### config.mk
export PLATFORM = sky130hd
export DESIGN_NAME = core_irq_ctrl_flat
export DESIGN_NICKNAME = d
export VERILOG_FILES = /design/src/rtl/core_irq_pkg.sv /design/src/rtl/core_irq_ctrl_if.sv /design/src/rtl/core_irq_arbiter.sv /design/src/rtl/core_irq_ctrl.sv /design/src/flat_wrapper.sv
export SDC_FILE = /design/constraint.sdc
export NUM_CORES = 1
export LEC_CHECK = 0
export CORE_ASPECT_RATIO = 1.25
export CORE_MARGIN = 5
export CORE_UTILIZATION = 36
export DETAILED_ROUTE_END_ITERATION = 16
export PLACE_DENSITY_LB_ADDON = 0.25
export SKIP_LAST_GASP = 1
export SYNTH_ARGS = -nofsm -noshare
export SYNTH_HDL_FRONTEND = slang
export SYNTH_SLANG_ARGS = --single-unit
### constraint.sdc
create_clock -name clk -period 10.2 [get_ports clk]
set_clock_uncertainty 0.2 [all_clocks]
set_input_delay 1.53 -clock clk [delete_from_list [all_inputs] [get_ports clk]]
set_output_delay 1.53 -clock clk [all_outputs]
set_load 0.01 [all_outputs]
### src/rtl/core_irq_pkg.sv
// Shared constants for the platform interrupt controller: register map,
// default sizing and the reserved "no interrupt" ID.
package core_irq_pkg;

    localparam int unsigned DEF_NUM_SRC = 8;
    localparam int unsigned DEF_PRIO_W  = 3;

    localparam int unsigned CFG_ADDR_W = 6;
    localparam int unsigned CFG_DATA_W = 32;
    localparam int unsigned CID_W      = 8;

    localparam logic [CFG_ADDR_W-1:0] ADDR_PRIO_BASE = 6'h00;
    localparam logic [CFG_ADDR_W-1:0] ADDR_ENABLE    = 6'h20;
    localparam logic [CFG_ADDR_W-1:0] ADDR_THRESH    = 6'h21;
    localparam logic [CFG_ADDR_W-1:0] ADDR_CLAIM     = 6'h22;
    localparam logic [CFG_ADDR_W-1:0] ADDR_PENDING   = 6'h23;

    localparam int unsigned ID_NONE = 0;

endpackage

### src/rtl/core_irq_ctrl_if.sv
// Single-cycle register access port of the interrupt controller.
interface core_irq_ctrl_if;
    import core_irq_pkg::*;

    logic                  cfg_valid;
    logic                  cfg_we;
    logic [CFG_ADDR_W-1:0] cfg_addr;
    logic [CFG_DATA_W-1:0] cfg_wdata;
    logic [CFG_DATA_W-1:0] cfg_rdata;
    logic                  cfg_rvalid;

    modport master (
        output cfg_valid, cfg_we, cfg_addr, cfg_wdata,
        input  cfg_rdata, cfg_rvalid
    );

    modport slave (
        input  cfg_valid, cfg_we, cfg_addr, cfg_wdata,
        output cfg_rdata, cfg_rvalid
    );

endinterface

### src/rtl/core_irq_arbiter.sv
// Combinational pick of the highest-priority eligible source; equal
// priorities resolve to the lowest ID.
module core_irq_arbiter
    import core_irq_pkg::*;
#(
    parameter  int unsigned NUM_SRC = DEF_NUM_SRC,
    parameter  int unsigned PRIO_W  = DEF_PRIO_W,
    localparam int unsigned ID_W    = $clog2(NUM_SRC + 1)
) (
    input  logic [NUM_SRC-1:0]             pending,
    input  logic [NUM_SRC-1:0]             enable,
    input  logic [NUM_SRC-1:0][PRIO_W-1:0] prio,
    input  logic [PRIO_W-1:0]              thresh,
    output logic [ID_W-1:0]                best_id_c,
    output logic [PRIO_W-1:0]              best_prio_c
);

    // Scan from the top ID down so a later (lower) ID wins on equal priority.
    always_comb begin
        best_id_c   = ID_W'(ID_NONE);
        best_prio_c = '0;
        for (int i = NUM_SRC - 1; i >= 0; i--) begin
            if (pending[i] && enable[i] && (prio[i] > thresh) && (prio[i] >= best_prio_c)) begin
                best_id_c   = ID_W'(i + 1);
                best_prio_c = prio[i];
            end
        end
    end

endmodule

### src/rtl/core_irq_ctrl.sv
// Platform interrupt controller: level gateways, pending/in-service tracking,
// claim/complete register port, registered interrupt and wake outputs.
module core_irq_ctrl
    import core_irq_pkg::*;
#(
    parameter int unsigned NUM_SRC = DEF_NUM_SRC,
    parameter int unsigned PRIO_W  = DEF_PRIO_W
) (
    input  logic               clk,
    input  logic               rst,
    core_irq_ctrl_if.slave     cfg,
    input  logic [NUM_SRC-1:0] src_irq,
    output logic               irq_out,
    output logic               wake_out
);

    localparam int unsigned ID_W = $clog2(NUM_SRC + 1);

    logic [NUM_SRC-1:0][PRIO_W-1:0] prio_q, prio_d;
    logic [NUM_SRC-1:0]             enable_q, enable_d;
    logic [NUM_SRC-1:0]             pending_q, pending_d;
    logic [NUM_SRC-1:0]             in_service_q, in_service_d;
    logic [NUM_SRC-1:0]             armed_q, armed_d;
    logic [PRIO_W-1:0]              thresh_q, thresh_d;
    logic [CFG_DATA_W-1:0]          rdata_q, rdata_d;
    logic                           rvalid_q, rvalid_d;
    logic                           irq_d, wake_d;

    logic [ID_W-1:0]    best_id_c;
    logic [PRIO_W-1:0]  best_prio_c;
    logic               rd_c, wr_c, claim_c, complete_c;
    logic [NUM_SRC-1:0] gw_fire_c, claim_mask_c, complete_mask_c, prio_nz_c;
    logic               unused_wdata;

    core_irq_arbiter #(
        .NUM_SRC (NUM_SRC),
        .PRIO_W  (PRIO_W)
    ) u_arbiter (
        .pending     (pending_q),
        .enable      (enable_q),
        .prio        (prio_q),
        .thresh      (thresh_q),
        .best_id_c   (best_id_c),
        .best_prio_c (best_prio_c)
    );

    assign rd_c       = cfg.cfg_valid & ~cfg.cfg_we;
    assign wr_c       = cfg.cfg_valid & cfg.cfg_we;
    assign claim_c    = rd_c && (cfg.cfg_addr == ADDR_CLAIM);
    assign complete_c = wr_c && (cfg.cfg_addr == ADDR_CLAIM);

    // An armed gateway latches a high level once and then ignores the source.
    assign gw_fire_c = src_irq & armed_q & ~pending_q;

    assign unused_wdata = ^cfg.cfg_wdata[CFG_DATA_W-1:CID_W];

    assign cfg.cfg_rdata  = rdata_q;
    assign cfg.cfg_rvalid = rvalid_q;

    // Per-source claim/complete decode and non-zero priority flags.
    always_comb begin
        claim_mask_c    = '0;
        complete_mask_c = '0;
        prio_nz_c       = '0;
        for (int i = 0; i < NUM_SRC; i++) begin
            prio_nz_c[i] = (prio_q[i] != '0);
            if (claim_c && (best_id_c == ID_W'(i + 1))) begin
                claim_mask_c[i] = 1'b1;
            end
            if (complete_c && (cfg.cfg_wdata[CID_W-1:0] == CID_W'(i + 1)) && in_service_q[i]) begin
                complete_mask_c[i] = 1'b1;
            end
        end
    end

    // Next-state for configuration, tracking bits, read path and outputs.
    always_comb begin
        prio_d       = prio_q;
        enable_d     = enable_q;
        thresh_d     = thresh_q;
        pending_d    = (pending_q | gw_fire_c) & ~claim_mask_c;
        armed_d      = (armed_q & ~gw_fire_c) | complete_mask_c;
        in_service_d = (in_service_q | claim_mask_c) & ~complete_mask_c;
        rvalid_d     = rd_c;
        rdata_d      = rdata_q;
        irq_d        = (best_prio_c != '0);
        wake_d       = |(pending_q & enable_q & prio_nz_c);

        if (wr_c) begin
            if (cfg.cfg_addr == ADDR_ENABLE) begin
                enable_d = cfg.cfg_wdata[NUM_SRC-1:0];
            end
            if (cfg.cfg_addr == ADDR_THRESH) begin
                thresh_d = cfg.cfg_wdata[PRIO_W-1:0];
            end
            for (int i = 0; i < NUM_SRC; i++) begin
                if (cfg.cfg_addr == ADDR_PRIO_BASE + CFG_ADDR_W'(i)) begin
                    prio_d[i] = cfg.cfg_wdata[PRIO_W-1:0];
                end
            end
        end

        if (rd_c) begin
            rdata_d = '0;
            case (cfg.cfg_addr)
                ADDR_ENABLE:  rdata_d[NUM_SRC-1:0] = enable_q;
                ADDR_THRESH:  rdata_d[PRIO_W-1:0]  = thresh_q;
                ADDR_CLAIM:   rdata_d[ID_W-1:0]    = best_id_c;
                ADDR_PENDING: rdata_d[NUM_SRC-1:0] = pending_q;
                default: begin
                    for (int i = 0; i < NUM_SRC; i++) begin
                        if (cfg.cfg_addr == ADDR_PRIO_BASE + CFG_ADDR_W'(i)) begin
                            rdata_d[PRIO_W-1:0] = prio_q[i];
                        end
                    end
                end
            endcase
        end
    end

    always_ff @(posedge clk) begin
        if (rst) begin
            prio_q       <= '0;
            enable_q     <= '0;
            thresh_q     <= '0;
            pending_q    <= '0;
            in_service_q <= '0;
            armed_q      <= '1;
            rdata_q      <= '0;
            rvalid_q     <= 1'b0;
            irq_out      <= 1'b0;
            wake_out     <= 1'b0;
        end else begin
            prio_q       <= prio_d;
            enable_q     <= enable_d;
            thresh_q     <= thresh_d;
            pending_q    <= pending_d;
            in_service_q <= in_service_d;
            armed_q      <= armed_d;
            rdata_q      <= rdata_d;
            rvalid_q     <= rvalid_d;
            irq_out      <= irq_d;
            wake_out     <= wake_d;
        end
    end

endmodule

### src/flat_wrapper.sv
// flat-port wrapper written by rule: the top's interface ports become plain ports
module core_irq_ctrl_flat import core_irq_pkg::*;
#(
    parameter int unsigned NUM_SRC = DEF_NUM_SRC,
    parameter int unsigned PRIO_W  = DEF_PRIO_W
)
  (clk, rst, src_irq, irq_out, wake_out, cfg_cfg_valid, cfg_cfg_we, cfg_cfg_addr, cfg_cfg_wdata, cfg_cfg_rdata, cfg_cfg_rvalid);
  core_irq_ctrl_if cfg_i ();
  input  logic clk;
  input  logic rst;
  input  logic [NUM_SRC-1:0] src_irq;
  output logic irq_out;
  output logic wake_out;
  input wire logic [$bits(cfg_i.cfg_valid)-1:0] cfg_cfg_valid;
  input wire logic [$bits(cfg_i.cfg_we)-1:0] cfg_cfg_we;
  input wire logic [$bits(cfg_i.cfg_addr)-1:0] cfg_cfg_addr;
  input wire logic [$bits(cfg_i.cfg_wdata)-1:0] cfg_cfg_wdata;
  output wire logic [$bits(cfg_i.cfg_rdata)-1:0] cfg_cfg_rdata;
  output wire logic [$bits(cfg_i.cfg_rvalid)-1:0] cfg_cfg_rvalid;
  assign cfg_i.cfg_valid = cfg_cfg_valid;
  assign cfg_i.cfg_we = cfg_cfg_we;
  assign cfg_i.cfg_addr = cfg_cfg_addr;
  assign cfg_i.cfg_wdata = cfg_cfg_wdata;
  assign cfg_cfg_rdata = cfg_i.cfg_rdata;
  assign cfg_cfg_rvalid = cfg_i.cfg_rvalid;
  core_irq_ctrl #(.NUM_SRC(NUM_SRC), .PRIO_W(PRIO_W)) u_core (.clk(clk), .rst(rst), .cfg(cfg_i), .src_irq(src_irq), .irq_out(irq_out), .wake_out(wake_out));
endmodule
==> metrics.md <==
| Metric | Value |
|---|---|
| Run status | `finished, violations left` |
| Failing checks | `negative setup slack` |
| Worst path most repeated cell | `ha_4` |
| Warnings, synthesis | `0` |
| Skew-Pair Late Insertion Delay | `330 ps` |
| Area Overhead vs Synth | `35.91%` |
| CTS Root Cell | `clkbuf_16` |
| Final #Nets | `779` |
| Setup crit start | `u_core.thresh_q[2]` |
| DR vias/cell | `5.628` |
| Final Max Slew Viols | `0` |
| GPL Wtd Cong | `0.8408` |
| Hold slack final | `247.7 ps` |
| Area leader, netlist | `dfxtp_1` |
| DR iter-0 viols | `328` |
| ANT nets after route | `0` |
| CP peak stage delay | `510 ps` |
| Register area share after synthesis | `0.2861` |
| Ant. Diodes | `0` |
| Residual DRC count | `0` |
| Initial Util | `0.3686` |
| Worst EP arrival | `10550 ps` |
| Routed Wire Length | `15930 µm` |
| PwrDens | `97.94 nW/µm²` |
| DR vias | `4857` |
| CTS buffer count | `9` |
| Critical-path top delay cell | `or4b_4` |
| Post-synth EDFFs | `0` |
| Hold_buf cts | `0` |
| Rows | `47` |
| Drt pass-1 iters | `5` |
| Count leader, synth | `dfxtp_1` |
| Placeable Area | `13290 µm²` |
| Clk buf depth | `2` |
| Synthesized area | `4898 µm²` |
| First-pass GRT wire length | `24740 µm` |
| Multi-input gate area | `3724 µm²` |
| CTS tree | `done` |
| Worst rel slew slack | `0.2013` |
| CP Data Required Time | `10260 ps` |
| HP Start | `u_core.cfg.cfg_rdata[1]` |
| Total global routing overflow | `0` |
| Top cell type's share of synthesized area | `0.2861` |
| CP max FO | `7` |
| Dpl ws | `-422.1 ps` |
| Crit Path Class | `reg2reg` |
| Main synth FF type | `dfxtp_1` |
| Gr usage total | `0.1936` |
| Area taken by flip-flops and latches | `1405 µm²` |
| Clk slew on worst S/H paths | `60 ps` |
| Reg-to-Reg Start | `u_core.thresh_q[2]` |
| Fraction of layout cells with a size suffix above 1 | `0.2558` |
| Die W | `114.3 µm` |
| VDD IR max | `0.07087 mV` |
| Clock Sinks | `70` |
| Critical Path Sink Type | `flip-flop` |
| Leak | `2.510 nW` |
| Final Non-Filler Cells | `863` |
| Util after Layout | `0.5009` |
| Initial antenna violation count | `0` |
| Fin. Hold Viols | `0` |
| I/O Buffers | `36` |
| Pwr Total | `0.6521 mW` |
| H-tree Lvls | `3` |
| Worst Max-Slew Pin Slew | `1181 ps` |
| Fill count | `1261` |
| Commonest cells post-synth | `dfxtp_1 (70), nor2_1 (65), a21oi_1 (44), ha_1 (42), nand2_1 (36)` |
| Synth Area per Inst | `8.302 µm²` |
| RSZ-0062 raised after global routing | `true` |
| Max Cap Viol | `0` |
| Placed insts | `825` |
| Asr flop ratio synth | `0` |
| IO Pins | `85` |
| Min cycle time layout | `10490 ps` |
| Vias in the first global route | `4732` |
| Largest cells by area after synthesis | `dfxtp_1 (29%), ha_1 (11%), mux2i_1 (6.5%)` |
| Dpl hpwl | `11770 µm` |
| Syn Inst Count | `590` |
| Post-synth cell types | `68` |
| #FFs+latches synth | `70` |
| Die Area | `16050 µm²` |
| Min-Delay Path Class | `reg2reg` |
| Fmax | `95.35 MHz` |
| Setup-failing EPs final | `16` |
| Die H | `140.4 µm` |
| Startpoint Class | `flip-flop` |
| Routed len/inst | `18.46 µm` |
| Final worst setup slack | `-287.6 ps` |
| Largest net degree at the start of global routing | `70` |
| Fin crit share | `1.028` |
[registers in the layout, summed over array words and instances, names as in the netlist]
register               cells
u_core.armed_q             8
u_core.thresh_q            3
u_core.wake_out            1
u_core.irq_out             1
u_core.pending_q           8
u_core.enable_q            8
u_core.cfg.cfg_rvalid      1
u_core.in_service_q        8
u_core.prio_q             24
u_core.cfg.cfg_rdata       8
[critical path, delay by kind of cell, from the launching register on]
family	cells	cell delay, ps
AOI/OAI and AO/OA	21	3330
adders and majority gates	8	2030
muxes	2	610
and+or+nand+nor	19	3380
buffers and inverters	5	460
DFF	1	350
[final cells by class]
cell class / instances / area share
clock inverters: 4 / 0.006766
flip-flops and latches: 70 / 0.2111
well taps: 171 / 0.03214
repair buffers: 109 / 0.1374
inverters: 25 / 0.01485
clock buffers: 12 / 0.03853
multi-input cells: 472 / 0.5593
[layer usage]
metal | up-vias | share of wire | global-route usage
met4 | 0 | 0.021 | 0.06879
met3 | 29 | 0.053 | 0.02416
li1 | 2339 | - | -
met5 | - | 0 | 0
met2 | 149 | 0.52 | 0.3516
met1 | 2340 | 0.40 | 0.2308
[cells in the final DEF (no fill, tap or decap), types with 8 or more instances in the layout]
cell	count
ha_1	34
o21ai_0	21
nand3_1	14
mux2i_1	30
clkbuf_16	9
clkdlybuf4s50_1	35
ha_4	8
dfxtp_1	67
nor2_1	63
conb_1	24
a21oi_1	38
inv_1	21
nor3_1	17
nand2b_1	17
buf_4	70
nand2_1	35
[logic make-up after synthesis]
| group | after synthesis | share of synthesized area |
|---|---|---|
| other | 1 | 0.0007655 |
| multiplexers | 38 | 0.08838 |
| buffers and inverters | 71 | 0.07484 |
| adder cells (fa/ha/maj) | 42 | 0.1073 |
| AO/OA/AOI/OAI | 164 | 0.2381 |
| AND/OR/NAND/NOR | 204 | 0.2046 |
| flip-flops | 70 | 0.2861 |
[timing repair]
item / in CTS / in global routing
pin swaps: 13 / 30
endpoints found under the hold margin: 0 / 0
endpoints found under the setup margin: 18 / 21
resized for setup: 25 / 39
setup buffers: 13 / 10
[stage by stage]
| step | area [µm²] | setup TNS (ps) |
|---|---|---|
| 4_1_cts | 6380 | -248.4 |
| 3_5_place_dp | 5829 | -4112 |
| 3_3_place_gp | 5829 | -1393 |
| 2_1_floorplan | 5156 | -137.3 |
| 5_1_grt | 6658 | -10370 |
| 6_report | 6658 | -2598 |
[worst paths after layout]
path                            slack (ps)  cells after the start                 endpoint
worst min register to register         250                      2  u_core.cfg.cfg_rdata[1]
worst max-delay path                  -290                     55   u_core.in_service_q[5]
worst min-delay path                   250                      2  u_core.cfg.cfg_rdata[1]
worst max register to register        -290                     55   u_core.in_service_q[5]
[power breakdown]
| part | leakage, nW | internal (mW) | switching, mW |
|---|---|---|---|
| clock network | 0.152 | 0.201 | 0.114 |
| logic | 1.79 | 0.0205 | 0.0303 |
| registers | 0.570 | 0.280 | 0.00642 |
No activity file was read; power rests on OpenSTA's default activity.
